$ cat src/rtl/ir_pkg.sv
// Shared definitions for the car IR burst link: FSM states, counter widths,
// default burst/gap lengths (common with the transmitter) and the length
// window compare used by the receiver.
package ir_pkg;

    localparam int LEN_W  = 11;
    localparam int TICK_W = 12;

    localparam int START_BURST_SIZE_DEF      = 88;
    localparam int CAR_SELECT_BURST_SIZE_DEF = 22;
    localparam int GAP_SIZE_DEF              = 40;
    localparam int ASSERT_BURST_SIZE_DEF     = 44;
    localparam int DEASSERT_BURST_SIZE_DEF   = 22;
    localparam int TOL_DEF                   = 4;

    typedef enum logic [2:0] {
        ST_IDLE   = 3'd0,
        ST_START  = 3'd1,
        ST_GAP1   = 3'd2,
        ST_CAR    = 3'd3,
        ST_GAP2   = 3'd4,
        ST_BIT    = 3'd5,
        ST_BITGAP = 3'd6
    } ir_state_e;

    // True when len lies in [nom-tol, nom+tol]; computed one bit wider so
    // neither bound can wrap.
    function automatic logic len_match(input logic [LEN_W-1:0] len,
                                       input logic [LEN_W-1:0] nom,
                                       input logic [LEN_W-1:0] tol);
        logic [LEN_W:0] len_x;
        logic [LEN_W:0] nom_x;
        logic [LEN_W:0] tol_x;
        len_x = {1'b0, len};
        nom_x = {1'b0, nom};
        tol_x = {1'b0, tol};
        return ((len_x + tol_x) >= nom_x) && (len_x <= (nom_x + tol_x));
    endfunction

endpackage

$ cat src/rtl/ir_pulse_timer.sv
// IR input front end: 2-flop synchronizer, sample tick generator and a
// run-length counter. run_done pulses on the tick where the sampled level
// changes; run_level/run_len then describe the run that just finished.
// Between changes run_len is the live length of the current run.
module ir_pulse_timer
    import ir_pkg::*;
#(
    parameter logic [TICK_W-1:0] TICK_MAX = 12'd2499
)(
    input  logic             clk,
    input  logic             rst_n,
    input  logic             ir_in,
    output logic             run_done,
    output logic             run_level,
    output logic [LEN_W-1:0] run_len
);

    logic              sync1_r;
    logic              sync2_r;
    logic [TICK_W-1:0] tick_cnt_r;
    logic              tick_s;
    logic              level_r;
    logic [LEN_W-1:0]  run_len_r;

    assign tick_s = (tick_cnt_r == TICK_MAX);

    // Bring the asynchronous IR input into the clock domain.
    always_ff @(posedge clk) begin
        if (!rst_n) begin
            sync1_r <= 1'b0;
            sync2_r <= 1'b0;
        end else begin
            sync1_r <= ir_in;
            sync2_r <= sync1_r;
        end
    end

    // Free-running tick divider, wraps at TICK_MAX.
    always_ff @(posedge clk) begin
        if (!rst_n) begin
            tick_cnt_r <= {TICK_W{1'b0}};
        end else if (tick_s) begin
            tick_cnt_r <= {TICK_W{1'b0}};
        end else begin
            tick_cnt_r <= tick_cnt_r + {{(TICK_W-1){1'b0}}, 1'b1};
        end
    end

    // Count equal samples per tick; restart at 1 on a level change, saturate at max.
    always_ff @(posedge clk) begin
        if (!rst_n) begin
            level_r   <= 1'b0;
            run_len_r <= {LEN_W{1'b0}};
        end else if (tick_s && (sync2_r != level_r)) begin
            level_r   <= sync2_r;
            run_len_r <= {{(LEN_W-1){1'b0}}, 1'b1};
        end else if (tick_s && (run_len_r != {LEN_W{1'b1}})) begin
            run_len_r <= run_len_r + {{(LEN_W-1){1'b0}}, 1'b1};
        end else begin
            run_len_r <= run_len_r;
        end
    end

    assign run_done  = tick_s && (sync2_r != level_r);
    assign run_level = level_r;
    assign run_len   = run_len_r;

endmodule

$ cat src/rtl/ir_receiver.sv
// Car IR burst protocol receiver: validates start / car-select / 4 command
// bit bursts and exposes {NEW,3'b000,COMMAND} as a read-only bus register.
// Optional feature macro IR_RX_ERR_CNT_EN adds an 8-bit saturating error
// counter readable (and write-clearable) at IO_ADDRESS+1.
module ir_receiver
    import ir_pkg::*;
#(
    parameter logic [7:0] IO_ADDRESS            = 8'h94,
    parameter int         IN_MHZ                = 100,
    parameter int         SM_KHZ                = 40,
    parameter int         START_BURST_SIZE      = START_BURST_SIZE_DEF,
    parameter int         CAR_SELECT_BURST_SIZE = CAR_SELECT_BURST_SIZE_DEF,
    parameter int         GAP_SIZE              = GAP_SIZE_DEF,
    parameter int         ASSERT_BURST_SIZE     = ASSERT_BURST_SIZE_DEF,
    parameter int         DEASSERT_BURST_SIZE   = DEASSERT_BURST_SIZE_DEF,
    parameter int         TOL                   = TOL_DEF
)(
    input  logic       CLK,
    input  logic       RESET,
    input  logic       IR_IN,
    input  logic       BUS_WE,
    input  logic [7:0] BUS_ADDR,
    output logic [7:0] BUS_DATA_OUT,
    output logic       BUS_DATA_OE,
    output logic [3:0] COMMAND,
    output logic       PACKET_VALID
);

    localparam logic [TICK_W-1:0] TICK_MAX = TICK_W'(IN_MHZ * 1000 / SM_KHZ - 1);
    localparam logic [LEN_W-1:0]  START_L  = LEN_W'(START_BURST_SIZE);
    localparam logic [LEN_W-1:0]  CAR_L    = LEN_W'(CAR_SELECT_BURST_SIZE);
    localparam logic [LEN_W-1:0]  GAP_L    = LEN_W'(GAP_SIZE);
    localparam logic [LEN_W-1:0]  ONE_L    = LEN_W'(ASSERT_BURST_SIZE);
    localparam logic [LEN_W-1:0]  ZERO_L   = LEN_W'(DEASSERT_BURST_SIZE);
    localparam logic [LEN_W-1:0]  TOL_L    = LEN_W'(TOL);
    localparam logic [LEN_W-1:0]  GAP_TO_L = LEN_W'(GAP_SIZE + TOL + 1);
    localparam logic [7:0]        ERR_ADDR = IO_ADDRESS + 8'd1;

    logic             run_done_s;
    logic             run_level_s;
    logic [LEN_W-1:0] run_len_s;

    ir_state_e        state_r;
    ir_state_e        state_next_s;
    logic             burst_end_s, gap_end_s, gap_to_s, short_s;
    logic             start_ok_s, car_ok_s, gap_ok_s, one_ok_s, zero_ok_s;
    logic             err_s, shift_s, bit_val_s, accept_s;
    logic [1:0]       bit_idx_r;
    logic [3:0]       shift_r;
    logic [3:0]       command_r;
    logic             pv_r, new_r, oe_r;
    logic [7:0]       data_r;
    logic             rd_cmd_s, rd_err_s;
    logic [7:0]       err_cnt_s;

    ir_pulse_timer #(.TICK_MAX(TICK_MAX)) u_timer (
        .clk       (CLK),
        .rst_n     (RESET),
        .ir_in     (IR_IN),
        .run_done  (run_done_s),
        .run_level (run_level_s),
        .run_len   (run_len_s)
    );

    assign burst_end_s = run_done_s && run_level_s;
    assign gap_end_s   = run_done_s && !run_level_s;
    assign gap_to_s    = !run_level_s && (run_len_s >= GAP_TO_L);
    assign short_s     = (run_len_s < TOL_L);
    assign start_ok_s  = len_match(run_len_s, START_L, TOL_L);
    assign car_ok_s    = len_match(run_len_s, CAR_L, TOL_L);
    assign gap_ok_s    = len_match(run_len_s, GAP_L, TOL_L);
    assign one_ok_s    = len_match(run_len_s, ONE_L, TOL_L);
    assign zero_ok_s   = len_match(run_len_s, ZERO_L, TOL_L);

    // FSM state register.
    always_ff @(posedge CLK) begin
        if (!RESET) begin
            state_r <= ST_IDLE;
        end else begin
            state_r <= state_next_s;
        end
    end

    // FSM next-state: advance on each finished run, fall back to IDLE on any mismatch.
    always_comb begin
        state_next_s = state_r;
        case (state_r)
            ST_IDLE:   state_next_s = gap_end_s ? ST_START : ST_IDLE;
            ST_START:  if (burst_end_s) state_next_s = (start_ok_s && !short_s) ? ST_GAP1 : ST_IDLE;
                       else             state_next_s = ST_START;
            ST_GAP1:   if (gap_end_s)   state_next_s = gap_ok_s ? ST_CAR : ST_IDLE;
                       else if (gap_to_s) state_next_s = ST_IDLE;
                       else             state_next_s = ST_GAP1;
            ST_CAR:    if (burst_end_s) state_next_s = car_ok_s ? ST_GAP2 : ST_IDLE;
                       else             state_next_s = ST_CAR;
            ST_GAP2:   if (gap_end_s)   state_next_s = gap_ok_s ? ST_BIT : ST_IDLE;
                       else if (gap_to_s) state_next_s = ST_IDLE;
                       else             state_next_s = ST_GAP2;
            ST_BIT:    if (burst_end_s && (one_ok_s || zero_ok_s))
                           state_next_s = (bit_idx_r == 2'd3) ? ST_IDLE : ST_BITGAP;
                       else if (burst_end_s) state_next_s = ST_IDLE;
                       else             state_next_s = ST_BIT;
            ST_BITGAP: if (gap_end_s)   state_next_s = gap_ok_s ? ST_BIT : ST_IDLE;
                       else if (gap_to_s) state_next_s = ST_IDLE;
                       else             state_next_s = ST_BITGAP;
            default:   state_next_s = ST_IDLE;
        endcase
    end

    // FSM outputs: protocol errors (short start bursts are noise, not errors) and bit shifts.
    always_comb begin
        err_s     = 1'b0;
        shift_s   = 1'b0;
        bit_val_s = 1'b0;
        case (state_r)
            ST_START:  err_s = burst_end_s && !short_s && !start_ok_s;
            ST_CAR:    err_s = burst_end_s && !car_ok_s;
            ST_GAP1, ST_GAP2, ST_BITGAP:
                       if (gap_end_s) err_s = !gap_ok_s;
                       else           err_s = gap_to_s;
            ST_BIT:    if (burst_end_s && one_ok_s) begin
                           shift_s   = 1'b1;
                           bit_val_s = 1'b1;
                       end else if (burst_end_s && zero_ok_s) begin
                           shift_s   = 1'b1;
                       end else begin
                           err_s     = burst_end_s;
                       end
            default:   err_s = 1'b0;
        endcase
        accept_s = shift_s && (bit_idx_r == 2'd3);
    end

    // Command shift register (LSB first), bit index and accepted command.
    always_ff @(posedge CLK) begin
        if (!RESET) begin
            bit_idx_r <= 2'd0;
            shift_r   <= 4'd0;
            command_r <= 4'd0;
            pv_r      <= 1'b0;
        end else begin
            pv_r <= accept_s;
            if (state_r == ST_IDLE) begin
                bit_idx_r <= 2'd0;
            end else if (shift_s) begin
                bit_idx_r <= bit_idx_r + 2'd1;
            end else begin
                bit_idx_r <= bit_idx_r;
            end
            if (err_s) begin
                shift_r <= 4'd0;
            end else if (shift_s) begin
                shift_r[bit_idx_r] <= bit_val_s;
            end else begin
                shift_r <= shift_r;
            end
            if (accept_s) begin
                command_r <= {bit_val_s, shift_r[2:0]};
            end else begin
                command_r <= command_r;
            end
        end
    end

    assign rd_cmd_s = (BUS_ADDR == IO_ADDRESS) && !BUS_WE;

`ifdef IR_RX_ERR_CNT_EN
    logic       wr_err_s;
    logic [7:0] err_cnt_r;

    assign rd_err_s  = (BUS_ADDR == ERR_ADDR) && !BUS_WE;
    assign wr_err_s  = (BUS_ADDR == ERR_ADDR) && BUS_WE;
    assign err_cnt_s = err_cnt_r;

    // Saturating protocol error counter, cleared by a bus write.
    always_ff @(posedge CLK) begin
        if (!RESET) begin
            err_cnt_r <= 8'd0;
        end else if (wr_err_s) begin
            err_cnt_r <= 8'd0;
        end else if (err_s && (err_cnt_r != 8'hFF)) begin
            err_cnt_r <= err_cnt_r + 8'd1;
        end else begin
            err_cnt_r <= err_cnt_r;
        end
    end
`else
    assign rd_err_s  = 1'b0;
    assign err_cnt_s = 8'd0;
`endif

    // Registered bus read port and NEW flag (acceptance wins over a read clear).
    always_ff @(posedge CLK) begin
        if (!RESET) begin
            oe_r   <= 1'b0;
            data_r <= 8'd0;
            new_r  <= 1'b0;
        end else begin
            oe_r <= rd_cmd_s || rd_err_s;
            if (rd_cmd_s) begin
                data_r <= {new_r, 3'b000, command_r};
            end else if (rd_err_s) begin
                data_r <= err_cnt_s;
            end else begin
                data_r <= 8'd0;
            end
            if (accept_s) begin
                new_r <= 1'b1;
            end else if (rd_cmd_s) begin
                new_r <= 1'b0;
            end else begin
                new_r <= new_r;
            end
        end
    end

    assign COMMAND      = command_r;
    assign PACKET_VALID = pv_r;
    assign BUS_DATA_OE  = oe_r;
    assign BUS_DATA_OUT = data_r;

endmodule
$ cat config.mk
export PLATFORM = sky130hd
export DESIGN_NAME = ir_receiver
export DESIGN_NICKNAME = d
export VERILOG_FILES = /design/src/rtl/ir_pkg.sv /design/src/rtl/ir_pulse_timer.sv /design/src/rtl/ir_receiver.sv
export SDC_FILE = /design/constraint.sdc
export NUM_CORES = 1
export LEC_CHECK = 0
export CORE_UTILIZATION = 35
export DETAILED_ROUTE_END_ITERATION = 10
export PLACE_DENSITY = 0.63
export SYNTH_ARGS = -nofsm -noshare
export SYNTH_HDL_FRONTEND = slang
export SYNTH_HIERARCHICAL = 1
export SYNTH_SLANG_ARGS = --single-unit
$ cat constraint.sdc
create_clock -name CLK -period 3 [get_ports CLK]
set_clock_uncertainty 0.2 [all_clocks]
set_input_delay 0.6 -clock CLK [delete_from_list [all_inputs] [get_ports CLK]]
set_output_delay 0.6 -clock CLK [all_outputs]
set_load 0.005 [all_outputs]
==> reports/metrics.cfg, run 1 <==
[yosys]
synthMostInstantiatedCell=dfxtp_1
syn-cell-area_sq_um=2706
synth.distinct_cells=63
yosys.area.top_type=dfxtp_1
synth_top_area_share_pct=34.03
yosys_warnings=6
synth_edf_count=0
async_flop_share_pct=0
ys_ff_latch=46
yosys-top-cells-area=dfxtp_1, ha_1, a21oi_1
synthFlopType=dfxtp_1
synth_commonest_cells=dfxtp_1, nor2_1, nand2_1
syn_avg_cell_area_sq_um=8.127
yosysSeqAreaShare_pct=34.03
synthCells=333

[timing]
slew_viol_final=0
hold_viol_final=0
min_period_over_period_pct=94.96
fin_setup_tns_ps=0
finalCriticalPeriod_ps=2849
whs_ps=243.6
maxSlewHeadroom_pct=49.85
worstMarginPinSlew_ps=746.0
fmax_ghz=0.3510
setup-violations-final=0

[routing]
wl_per_cell_um=13.96
drt_wl_total_mm=6.421
dr.pass1.iters=4
ant_nets=0
routed_via_density=5.420
drc_errors=0
vias=2493
drt-initial-drc-count=142

[clock_network]
cts_buffers=5
cts_hold_buf=0
clkTransAtPathRegs_ps=100
htree_levels=2
cts_sinks=46
cts-root-buf=clkbuf_8
cts_tree=built
cts_buffer_depth=2
clk_latency_ps=310

[floorplan]
num_io_pins=26
die_y_um=89.94
initial_core_util_pct=36.72
die_area_sq_um=8088
dieWidth_um=89.94
rows=31
coreArea_sq_um=7370

[critical_path]
r2r_slack_ps=150
ff2ff_path_depth=9
crit_path_end=shift_r[2]
path_max_fanout=5
endpoint_kind=register
critPathRequiredTime_ps=3040
reg2reg_to=shift_r[2]
setup.worst_path.start=u_timer/tick_cnt_r[10]
start_kind=register
crit_type=register to register
r2r_start=u_timer/tick_cnt_r[10]
arrival_ps=2890

[pwr]
p_switching_uw=262.4
cellPowerDensity_nw_per_um2=360.2
comb_power_share_pct=3.6
irDropWorstVdd_uv=214.1
power_mw=1.154
p_leak_nw=1.032
clkPwrFrac_pct=42.8
p_seq_share_pct=53.6
p_int_uw=891.3
switching_share_pct=22.74

[flow_run]
cap_viol_max_count=0

[layout]
antenna_cells=0
fin_nets=382
drive_gt1_share_pct=10.53
syn_to_final_growth_pct=18.35
final_cells=460

[global_route]
grt-ovfl-total=0
grt_start_max_net_pins=20
grt_pass1_wl_mm=10.94
antenna_found_initial=0
grt_pass1_vias=2314
grt_usage_pct=16.15

[placed_design]
hpwl_mm=4.624
gp_congestion=0.8500
io_buffers=22
dp.cells=452

[run_status]
status=complete, no violations

[min_path]
hold_path.class=register to register
hold_start=u_timer/sync1_r
whs_path_depth=1

-- critical path, stage by stage, from the launching register on --
cell and delay [ps]:
dfxtp_1 350, or4b_4 560, or3_4 410, nor2_4 150
and2_1 200, o2111ai_4 150, a21o_1 200, o22ai_1 190
o2111ai_2 210, a21oi_2 160
-- timing repair --
action / 4_1_cts / 5_1_grt
endpoints found under the hold margin: 0 / 0
endpoints found under the setup margin: 0 / 6
resized for setup: 0 / 4
buffers inserted: 0 / 0
-- registers in the layout, indices dropped and copies added (netlist names), 2 cells and up --
name,count
BUS_DATA_OUT,5
state_r,3
bit_idx_r,2
u_timer/run_len,11
u_timer/tick_cnt_r,12
shift_r,3
COMMAND,4
-- layer usage --
| layer | share of wire [%] | GRT usage (%) | vias up | routed length (um) |
|---|---|---|---|---|
| met3 | 3.8 | 2.876 | 6 | 244 |
| met4 | 1.2 | 4.167 | 0 | 80 |
| met2 | 48 | 26.73 | 54 | 3058 |
| li1 | - | - | 1263 | - |
| met5 | 0 | 0 | - | 0 |
| met1 | 47 | 21.68 | 1170 | 3037 |
-- per-stage QoR --
stage                     utilization (%)  setup WS (ps)  instance area [sq um]
after floorplan                         -          75.14                   2724
after global placement              41.53          169.9                   3060
after detailed placement            41.53          111.3                   3060
after CTS                           43.12          85.80                   3178
after global routing                43.46         -5.039                   3203
final                               43.46          151.1                   3203
-- worst min-delay path by stage --
stage                                 end
after floorplan           u_timer/sync2_r
after global placement    u_timer/sync2_r
after detailed placement  u_timer/sync2_r
after CTS                 u_timer/sync2_r
after global routing      BUS_DATA_OUT[7]
final                     u_timer/sync2_r
-- power by group through the flow --
| stage | Sequential (mW) | Combinational, mW | Clock [mW] |
|---|---|---|---|
| 4_1_cts | 0.618 | 0.0422 | 0.510 |
| 2_1_floorplan | 0.633 | 0.0188 | 0 |
| 5_1_grt | 0.619 | 0.0457 | 0.540 |
| 6_report | 0.618 | 0.0419 | 0.494 |
| 3_3_place_gp | 0.632 | 0.0409 | 0 |
| 3_5_place_dp | 0.632 | 0.0418 | 0 |
-- cells in the final DEF (no fill, tap or decap), types with 2 or more instances in the layout --
cell type / netlist / layout
nand3_1: 23 / 23
xor2_1: 3 / 3
ha_1: 10 / 10
nor3_1: 12 / 12
o21ai_0: 16 / 16
clkbuf_8: 0 / 5
a21oi_1: 23 / 23
mux2i_1: 4 / 4
a41oi_1: 2 / 2
and3_1: 5 / 5
or3_1: 6 / 5
o21a_1: 2 / 2
nand2_1: 26 / 26
nand4_1: 5 / 5
nor2b_1: 2 / 2
nor2_1: 30 / 29
or4_1: 4 / 4
clkdlybuf4s50_1: 0 / 22
dfxtp_1: 46 / 46
o31ai_1: 6 / 6
conb_1: 1 / 3
xnor2_1: 10 / 10
o211ai_1: 5 / 5
inv_1: 12 / 12
a2111o_1: 2 / 2
a21oi_2: 4 / 4
nand2b_1: 4 / 4
buf_4: 4 / 14
nor2_2: 2 / 2
nor4_1: 3 / 3
or4b_4: 1 / 2
or3b_1: 2 / 2
a211oi_1: 4 / 4
and4_1: 2 / 2
nand4b_1: 2 / 2
a31oi_1: 4 / 4
and2_1: 8 / 8
-- area by class of cell --
class,instances,area (sq um)
multi-input cells,259,1670
flip-flops and latches,46,920.9
well taps,99,123.9
clock buffers,5,68.82
repair buffers,36,325.3
clock inverters,3,48.80
inverters,12,45.04
fillers,762,4167
-- cell families (layout without fill, tap and decap cells) --
group / after synthesis / count (layout) / synth area share, %
multiplexers: 4 / 4 / 1.479
AND/OR/NAND/NOR: 144 / 144 / 28.25
flip-flops: 46 / 46 / 34.03
AO/OA/AOI/OAI: 85 / 85 / 21.50
buffers and inverters: 30 / 56 / 5.779
adder cells (fa/ha/maj): 10 / 10 / 4.623
XOR/XNOR: 13 / 13 / 4.207
other: 1 / 3 / 0.1386
No activity file was read; power rests on OpenSTA's default activity.
==> run 2, diff against run 1 <==
HOLD_SLACK_MARGIN = 0.03   (was unset)
==> results of run 2 <==
Final layout, timing and power as in run 1 (identical DEF).
